File: config.mk
export PLATFORM = sky130hd
export DESIGN_NAME = spi_master
export DESIGN_NICKNAME = d
export VERILOG_FILES = /design/src/rtl/spi_pkg.sv /design/src/rtl/spi_clk_div.sv /design/src/rtl/spi_master.sv
export SDC_FILE = /design/constraint.sdc
export NUM_CORES = 1
export LEC_CHECK = 0
export BUFFER_PORTS_ARGS = -buffer_cell sky130_fd_sc_hd__buf_2
export CAP_MARGIN = 20
export CORE_AREA = 2 2 97 52
export DETAILED_ROUTE_END_ITERATION = 10
export DIE_AREA = 0 0 99 54
export PLACE_DENSITY_LB_ADDON = 0.15
export SYNTH_ARGS = -nofsm -noshare
export SYNTH_HDL_FRONTEND = slang
export SYNTH_SLANG_ARGS = --single-unit
export TNS_END_PERCENT = 10
File: constraint.sdc
create_clock -name PCLK -period 3.7 [get_ports PCLK]
set_clock_uncertainty 0.2 [all_clocks]
set_input_delay 0.185 -clock PCLK [delete_from_list [all_inputs] [get_ports PCLK]]
set_output_delay 0.185 -clock PCLK [all_outputs]
set_load 0.005 [all_outputs]
File: src/rtl/spi_pkg.sv
// Shared definitions for the SPI initiator: controller state encoding,
// indices of the CPOL/CPHA bits inside MODE, and the four SPI mode values.
package spi_pkg;

    typedef enum logic [1:0] {
        ST_IDLE  = 2'd0,
        ST_LEAD  = 2'd1,
        ST_XFER  = 2'd2,
        ST_TRAIL = 2'd3
    } spi_state_e;

    localparam int CPOL_BIT = 1;
    localparam int CPHA_BIT = 0;

    localparam logic [1:0] MODE0 = 2'b00;
    localparam logic [1:0] MODE1 = 2'b01;
    localparam logic [1:0] MODE2 = 2'b10;
    localparam logic [1:0] MODE3 = 2'b11;

endpackage

File: src/rtl/spi_clk_div.sv
// Half-period timer for SCK: while enabled, raises tick for one PCLK cycle
// every DIV cycles. The count restarts from zero whenever it is disabled,
// so the first tick always lands DIV cycles after enable rises.
module spi_clk_div
    import spi_pkg::*;
#(
    parameter int DIV = 4
) (
    input  logic PCLK,
    input  logic PRESET,
    input  logic enable,
    output logic tick
);

    localparam int CW = (DIV > 1) ? $clog2(DIV) : 1;
    localparam logic [CW-1:0] LAST = CW'(DIV - 1);

    logic [CW-1:0] cnt_q;
    logic [CW-1:0] cnt_d;

    // Next count: hold at zero while disabled, wrap after the last cycle.
    always_comb begin
        cnt_d = cnt_q;
        if (!enable) begin
            cnt_d = '0;
        end else if (cnt_q == LAST) begin
            cnt_d = '0;
        end else begin
            cnt_d = cnt_q + 1'b1;
        end
    end

    // Count register.
    always_ff @(posedge PCLK) begin
        if (PRESET) begin
            cnt_q <= '0;
        end else begin
            cnt_q <= cnt_d;
        end
    end

    assign tick = enable && (cnt_q == LAST);

endmodule

File: src/rtl/spi_master.sv
// SPI initiator: full-duplex, MSB-first frames of DATA_W bits in any of the
// four CPOL/CPHA modes. A frame is requested with a START pulse while idle;
// SS falls on the accepting edge, SCK toggles every DIV cycles after a
// DIV-cycle lead-in, and a DIV-cycle trail precedes the DONE pulse.
module spi_master
    import spi_pkg::*;
#(
    parameter int DATA_W = 8,
    parameter int DIV    = 4
) (
    input  logic              PCLK,
    input  logic              PRESET,
    input  logic              START,
    input  logic [1:0]        MODE,
    input  logic [DATA_W-1:0] TX_DATA,
    input  logic              MISO,
    output logic              SCK,
    output logic              SS,
    output logic              MOSI,
    output logic [DATA_W-1:0] RX_DATA,
    output logic              BUSY,
    output logic              DONE
);

    localparam int EDGES = 2 * DATA_W;
    localparam int EW    = $clog2(EDGES);
    localparam logic [EW-1:0] LAST_EDGE = EW'(EDGES - 1);

    spi_state_e        state_q, state_d;
    logic [1:0]        mode_q, mode_d;
    logic [DATA_W-1:0] tx_q, tx_d;
    logic [DATA_W-1:0] rx_sh_q, rx_sh_d;
    logic [DATA_W-1:0] rx_data_q, rx_data_d;
    logic [EW-1:0]     edge_q, edge_d;
    logic              sck_q, sck_d;
    logic              ss_q, ss_d;
    logic              mosi_q, mosi_d;
    logic              busy_q, busy_d;
    logic              done_q, done_d;

    logic tick;
    logic div_en;
    logic lead_edge;
    logic sample_edge;

    // The half-period timer runs for the whole frame and idles otherwise.
    assign div_en = (state_q != ST_IDLE);

    spi_clk_div #(
        .DIV (DIV)
    ) u_clk_div (
        .PCLK   (PCLK),
        .PRESET (PRESET),
        .enable (div_en),
        .tick   (tick)
    );

    // Even edge numbers leave the idle level (leading), odd ones return to it.
    // CPHA=0 samples on leading edges, CPHA=1 on trailing edges.
    assign lead_edge   = ~edge_q[0];
    assign sample_edge = (lead_edge != mode_q[CPHA_BIT]);

    // Next-state and datapath decode for the frame sequencer.
    always_comb begin
        state_d   = state_q;
        mode_d    = mode_q;
        tx_d      = tx_q;
        rx_sh_d   = rx_sh_q;
        rx_data_d = rx_data_q;
        edge_d    = edge_q;
        sck_d     = sck_q;
        ss_d      = ss_q;
        mosi_d    = mosi_q;
        busy_d    = busy_q;
        done_d    = 1'b0;

        case (state_q)
            ST_IDLE: begin
                // Idle SCK tracks the requested polarity so the line is
                // already at rest level when SS falls.
                sck_d = MODE[CPOL_BIT];
                if (START) begin
                    mode_d  = MODE;
                    tx_d    = TX_DATA;
                    rx_sh_d = '0;
                    edge_d  = '0;
                    ss_d    = 1'b0;
                    busy_d  = 1'b1;
                    mosi_d  = TX_DATA[DATA_W-1];
                    state_d = ST_LEAD;
                end
            end

            ST_LEAD, ST_XFER: begin
                // The tick that ends the lead-in is itself SCK edge 0.
                if (state_q == ST_LEAD) begin
                    sck_d = mode_q[CPOL_BIT];
                end
                if (tick) begin
                    sck_d = ~sck_q;
                    if (sample_edge) begin
                        rx_sh_d = {rx_sh_q[DATA_W-2:0], MISO};
                    end else if (mode_q[CPHA_BIT]) begin
                        // First leading edge re-presents the MSB already on MOSI.
                        if (edge_q != '0) begin
                            tx_d   = tx_q << 1;
                            mosi_d = tx_q[DATA_W-2];
                        end
                    end else begin
                        // Final trailing edge leaves the last bit in place.
                        if (edge_q != LAST_EDGE) begin
                            tx_d   = tx_q << 1;
                            mosi_d = tx_q[DATA_W-2];
                        end
                    end

                    if (edge_q == LAST_EDGE) begin
                        sck_d   = mode_q[CPOL_BIT];
                        edge_d  = '0;
                        state_d = ST_TRAIL;
                    end else begin
                        edge_d  = edge_q + 1'b1;
                        state_d = ST_XFER;
                    end
                end
            end

            ST_TRAIL: begin
                sck_d = mode_q[CPOL_BIT];
                if (tick) begin
                    ss_d      = 1'b1;
                    busy_d    = 1'b0;
                    done_d    = 1'b1;
                    rx_data_d = rx_sh_q;
                    state_d   = ST_IDLE;
                end
            end

            default: begin
                state_d = ST_IDLE;
            end
        endcase
    end

    // State and output registers; reset aborts any frame in progress.
    always_ff @(posedge PCLK) begin
        if (PRESET) begin
            state_q   <= ST_IDLE;
            mode_q    <= 2'b00;
            tx_q      <= '0;
            rx_sh_q   <= '0;
            rx_data_q <= '0;
            edge_q    <= '0;
            sck_q     <= 1'b0;
            ss_q      <= 1'b1;
            mosi_q    <= 1'b0;
            busy_q    <= 1'b0;
            done_q    <= 1'b0;
        end else begin
            state_q   <= state_d;
            mode_q    <= mode_d;
            tx_q      <= tx_d;
            rx_sh_q   <= rx_sh_d;
            rx_data_q <= rx_data_d;
            edge_q    <= edge_d;
            sck_q     <= sck_d;
            ss_q      <= ss_d;
            mosi_q    <= mosi_d;
            busy_q    <= busy_d;
            done_q    <= done_d;
        end
    end

    assign SCK     = sck_q;
    assign SS      = ss_q;
    assign MOSI    = mosi_q;
    assign RX_DATA = rx_data_q;
    assign BUSY    = busy_q;
    assign DONE    = done_q;

endmodule

==> run metrics, run 1 <==
status=finished, final reports clean; initial antenna violation count=0; post-cts sizing count=0; fraction of the yosys area taken by sequential cells=0.4362; netlist area before placement=0.001744 mm2; Final nets=216; clock latency at the later pin of the worst-skew pair=0.29 ns; total negative slack=0 ns; path type of the worst min-delay path=in -> reg; utilization after layout=0.4333; number of different library cells in the post-synthesis netlist=slightly above 40; pin count of the biggest net entering global routing=31; endpoint required time on the critical path=between 3 and 4 ns; number of standard-cell rows in the floorplan=18; Clock Pin Slew Worst Setup and Hold Paths=0.07 ns; core area=0.004617 mm2; multiplexer share of the synthesized area=0.04017; Synth Area in XOR/XNOR=0.005022; Die Wd=99 um; total power per unit cell area=441.7 mW/mm2; leading cell type in the layout, fill and taps excluded=dfxtp_1; compound-cell area share of the yosys netlist=0.2496; pins over their slew limit=0; count of fill cells added during filler insertion=444; routed vias/inst=5.288; ports placed on the boundary=27; area overhead of the layout relative to synthesis=14.71%; Antenna diodes=0; top_reg_cell synth=dfxtp_1; count of antenna-violating nets left after detailed routing=0; die area=0.005346 mm2; clock tree from TritonCTS=built; routed via count=about 1400; total routed wirelength=3580 um; unrepaired setup endpoints after global routing=no; Static Leakage=0.0007961 uW; count of maximum capacitance violations=0; Ys Warns=0; Tmin final=2.685 ns; clock sink count=38; cell chosen for the clock root=clkbuf_8; count of routing violations after the opening detailed-route iteration=41; starting density of the core=0.3778; critical path launch point type=flop; simple-gate share of the synthesized area=0.1607; final global-route overflow total=0; Async SR Flop Fraction=0; arrival time of data at the critical path endpoint=2.71 ns; measured slew at the worst slew-check pin=just over 0.9 ns; DR DRC count=0; average routed wire per standard cell=between 10 and 15 um; detailed placement HPWL=2653 um; max_slew headroom=0.3787; height of the chip=between 50 and 60 um; first-pass GRT wire length=between 5000 and 6000 um; syn_nets=188; count of port buffers added during placement=26; fraction of layout cells with a size suffix above 1=0.2234; Bufs on Longest Clock Path=2; adder and majority cell fraction of the synthesized area=0.04304; main combinational cell family by area after synthesis=compound AO/OA/AOI/OAI gates; count of flip-flops with a built-in enable after synthesis=0; flop and latch count out of synthesis=38; Hold Fails Final Rpt=0; critical path peak fanout=19; maximum level of the CTS H-tree=2; per-instance average area after synthesis=between 10 and 15 um2; Peak supply drop=215.1 uV; commonest cells after routing, fill and taps aside=38 x dfxtp_1, 26 x buf_2, 17 x nor2_1; achievable frequency=0.3724 GHz; total global-route track usage=0.1457; R2R Setup Slk=1.01 ns; kind of capture point of the worst setup path=flop; final-report setup violation count=0; Tcrit/Tclk final=0.7257; vias in the first global route=1261; First-pass DRT Iterations=4; clock buffer count from CTS=5; final estimated routing congestion in global placement=0.8850; Setup CP Type=reg -> reg; gate count of the mapped netlist=168
==> state kept, by name (all words and copies together) (netlist names) <==
register,count
BUSY,1
DONE,1
MOSI,1
RX_DATA,8
SCK,1
SS,1
edge_q,4
mode_q,2
rx_sh_q,8
state_q,2
tx_q,7
u_clk_div.cnt_q,2
==> where the power goes <==
| group | switching [uW] | internal [uW] |
|---|---|---|
| Clock | 140 | 202 |
| Sequential | 8.87 | 425 |
| Combinational | 62.1 | 46.4 |
==> per-stage QoR <==
step / power, uW / hold WS, ns / cells / area (um2) / worst slack (ns)
2_1_floorplan: 531.3 / 0.09814 / 168 / 1744 / 1.880
3_3_place_gp: 545.6 / 0.2170 / 245 / 1854 / 1.184
3_5_place_dp: 548.9 / 0.2223 / 245 / 1854 / 1.059
4_1_cts: 892.2 / 0.01315 / 257 / 2001 / 1.049
5_1_grt: 922.3 / 0.04106 / 257 / 2001 / 0.7607
6_report: 883.7 / 0.02659 / 257 / 2001 / 1.015
==> worst max-delay path, cell delays in order, from the launching register on <==
cell and delay [ns]:
dfxtp_1 0.40, inv_1 0.09, ha_1 0.91, nand3b_4 0.24, nor2_1 0.49, a22oi_1 0.18, nor2_1 0.11
==> final timing paths <==
path | start | end | depth (start not counted)
setup / recovery | state_q[1] | rx_sh_q[7] | 6
hold / removal | START | mode_q[0] | 3
setup reg to reg | state_q[1] | rx_sh_q[7] | 6
hold reg to reg | u_clk_div.cnt_q[0] | u_clk_div.cnt_q[0] | 1
==> Yosys cell counts, drive strengths merged, types with 5 or more instances <==
cell type   n  share of area
mux2i       7          0.040
a22oi       9          0.039
a22o        8          0.040
nor2       18          0.040
inv         5          0.011
ha          6          0.043
dfxtp      38           0.44
a21oi      12          0.043
nand2       8          0.022
buf         5          0.029
a311oi      8          0.040
==> metal layers <==
metal	GRT usage	routed length (um)	vias up
met3	0.04545	206	10
met4	0.06164	67	0
met5	0	0	-
met2	0.2128	1449	33
li1	-	-	683
met1	0.1997	1858	633
==> final cells by class <==
| cell class | count | area [um2] | area share |
|---|---|---|---|
| timing repair buffer | 30 | 170.2 | 0.08505 |
| sequential | 38 | 760.7 | 0.3802 |
| inverter | 5 | 18.77 | 0.009381 |
| clock buffer | 7 | 76.32 | 0.03815 |
| multi-input combinational | 116 | 869.6 | 0.4346 |
| clock inverter | 1 | 30.03 | 0.01501 |
| tap | 60 | 75.07 | 0.03752 |
==> repair_timing <==
action                                 CTS  global route
hold buffers                             4             0
endpoints found under the hold margin    4             0
buffers inserted                         0             0
==> cells by family (layout without fill, tap and decap cells) <==
logic type | count (synthesis) | after routing
AO/OA/AOI/OAI | 53 | 53
AND/OR/NAND/NOR | 49 | 49
flip-flops | 38 | 38
buffers and inverters | 14 | 43
multiplexers | 7 | 7
adder cells (fa/ha/maj) | 6 | 6
XOR/XNOR | 1 | 1
Note: power is estimated with default switching activity, not from simulation.
==> run 2, diff against run 1 <==
clock period = 2.45 ns   (was 3.7 ns; I/O delays follow)
==> run 2 against run 1 <==
  * Final area is 3.8% higher
  * Worst setup slack worse by 0.75 ns
  * Clock-buffer cell count fell by 1
  * Critical endpoint is now edge_q[2]
  * Die area unchanged
  * Combinational power grew 62%
==> run metrics, run 2 (synthesized netlist as in run 1, its figures left out) <==
count of antenna-violating nets left after detailed routing=0 (unchanged); vias in the first global route=1314 (+4.2%); count of maximum capacitance violations=0 (unchanged); Hold Fails Final Rpt=0 (unchanged); DR DRC count=0 (unchanged); CP peak stage delay=0.53 ns (-0.38 ns); Tcrit/Tclk final=0.8910 (+0.1653); final standard cell count with taps included and fillers excluded=266 (+3.5%); leading cell type in the layout, fill and taps excluded=dfxtp_1; total power per unit cell area=617.9 mW/mm2 (+40%); post-route cell area=0.002077 mm2 (+3.8%); final-report setup violation count=0 (unchanged); clock tree from TritonCTS=built; arrival time of data at the critical path endpoint=2.14 ns (-0.57 ns); Cell Chain, Critical Path=inv_1, ha_2, and3b_1, nand2_1, a221oi_1, a211oi_1; critical path peak fanout=12 (-7); clock latency at the later pin of the worst-skew pair=0.29 ns (about the same); core area=0.004617 mm2 (unchanged); Setup CP Type=reg -> reg; dominant delay contributor by cell family on the critical path=adder cells; standard cell with the maximum stage delay on the critical path=ha_2; pins over their slew limit=0 (unchanged); first-pass GRT wire length=6382 um (+7.5%); count of routing violations after the opening detailed-route iteration=55 (+34%); Combinational Power Share=0.138 (+0.015); Final nets=225 (+4.2%); unrepaired setup endpoints after global routing=no; clock buffer count from CTS=5 (unchanged); kind of capture point of the worst setup path=flop; First-pass DRT Iterations=4 (unchanged); Die Wd=99 um (unchanged); path type of the worst min-delay path=in -> reg; count of port buffers added during placement=26 (unchanged); part of the power in registers=0.510 (+0.019); measured slew at the worst slew-check pin=0.5906 ns (-0.3414 ns); cell count of the worst hold path=3 (unchanged); detailed placement HPWL=2520 um (-5.0%); Tmin final=2.183 ns (-0.5022 ns); switching component of the power=335.1 uW (+59%); Antenna diodes=0 (unchanged); Clock Pin Slew Worst Setup and Hold Paths=0.08 ns (about the same); depth of the worst register-to-register path=6 (unchanged); area overhead of the layout relative to synthesis=19.08%; status=finished, final reports clean; pin count of the biggest net entering global routing=31 (unchanged); routed via count=1365 (+0.44%); least setup slack across all paths after layout=0.2671 ns (-0.7478 ns); number of standard-cell rows in the floorplan=18 (unchanged); total negative slack=0 ns (unchanged); placed cell count=247 (+0.82%); worst hold path startpoint=TX_DATA[3]; part of the power in the clock network=0.352 (-0.034); Peak supply drop=253.2 uV (+18%); achievable frequency=0.4581 GHz (+23%); R2R Setup Slk=0.27 ns (-0.75 ns); Placement Cell Area=0.001869 mm2 (+0.81%); design internal power=948.3 uW (+41%); worst slack at placement=0.1995 ns (-0.8591 ns); commonest cells after routing, fill and taps aside=38 x dfxtp_1, 26 x buf_2, 17 x nor2_1; total global-route track usage=0.1519 (+0.006215); clock sink count=38 (unchanged); fraction of layout cells with a size suffix above 1=0.2379 (+0.01451); Bufs on Longest Clock Path=2 (unchanged); Static Leakage=0.0008259 uW (+3.7%); cell chosen for the clock root=clkbuf_8; WHS=0.008965 ns (-0.01763 ns); critical path launch point type=flop; final global-route overflow total=0 (unchanged); initial antenna violation count=0 (unchanged); critical register-to-register path endpoint=edge_q[2]; ports placed on the boundary=27 (unchanged); maximum level of the CTS H-tree=2 (unchanged); average routed wire per standard cell=13.80 um (-0.90%); total routed wirelength=3672 um (+2.6%); terminating pin of the worst hold path=tx_q[3]; height of the chip=54 um (unchanged); endpoint required time on the critical path=2.40 ns (-1.33 ns); routed vias/inst=5.132 (-3.0%); Worst Path Buf+Inv=1 (unchanged); die area=0.005346 mm2 (unchanged); worst reg2reg path startpoint=state_q[1]; switching share of total power=0.2611 (+0.02263); buffers inserted during post-CTS setup optimization=0 (unchanged); max_slew headroom=0.6063 (+0.2276); starting density of the core=0.3778 (unchanged); final estimated routing congestion in global placement=0.8668 (-2.1%)
[run 2: worst max path at each step]
stage,from,end,slack [ns],cells past startpoint
2_1_floorplan,state_q[1],edge_q[2],0.63,7
3_3_place_gp,state_q[1],edge_q[2],0.24,6
3_5_place_dp,state_q[1],edge_q[2],0.20,6
4_1_cts,state_q[1],edge_q[2],0.14,6
5_1_grt,state_q[1],edge_q[2],0.1,6
6_report,state_q[1],edge_q[2],0.27,6
[run 2: area by class of cell]
type | count | area [um2]
fill | 447 | 2540
multi-input combinational | 116 | 872.1
sequential | 38 | 760.7
timing repair buffer | 39 | 255.2
clock buffer | 6 | 82.58
tap | 60 | 75.07
inverter | 5 | 18.77
clock inverter | 2 | 12.51
[run 2: repair_timing]
item,in CTS,in global routing
gates resized for setup,0,1
hold buffers,11,0
setup endpoints to repair,0,3
endpoints found under the hold margin,10,0
[run 2: power groups by stage]
| stage | combinational (uW) | clock, uW | sequential, uW |
|---|---|---|---|
| final | 177 | 451 | 655 |
| after global routing | 199 | 496 | 658 |
| after CTS | 176 | 466 | 655 |
| after detailed placement | 161 | 0 | 670 |
| after global placement | 158 | 0 | 668 |
| after floorplan | 135 | 0 | 667 |
[run 2: metrics by stage]
stage	utilization	total power, uW
CTS	0.4493	1297
global route	0.4499	1353
detailed placement	0.4049	830.6
global placement	0.4049	825.5
floorplan	-	802.4
finish	0.4499	1283
[run 2: tightest hold or removal path, cell delays in order]
cell and delay (ns):
buf_2 0.09, mux2i_1 0.12, a311oi_1 0.11
[run 2: routing by layer]
metal  track usage  vias to the layer above  routed length [um]
met4       0.03425                        0                  10
met5             0                        -                   0
met1        0.2328                      646                2099
met3       0.04156                        2                 133
li1              -                      697                   -
met2        0.2072                       20                1429
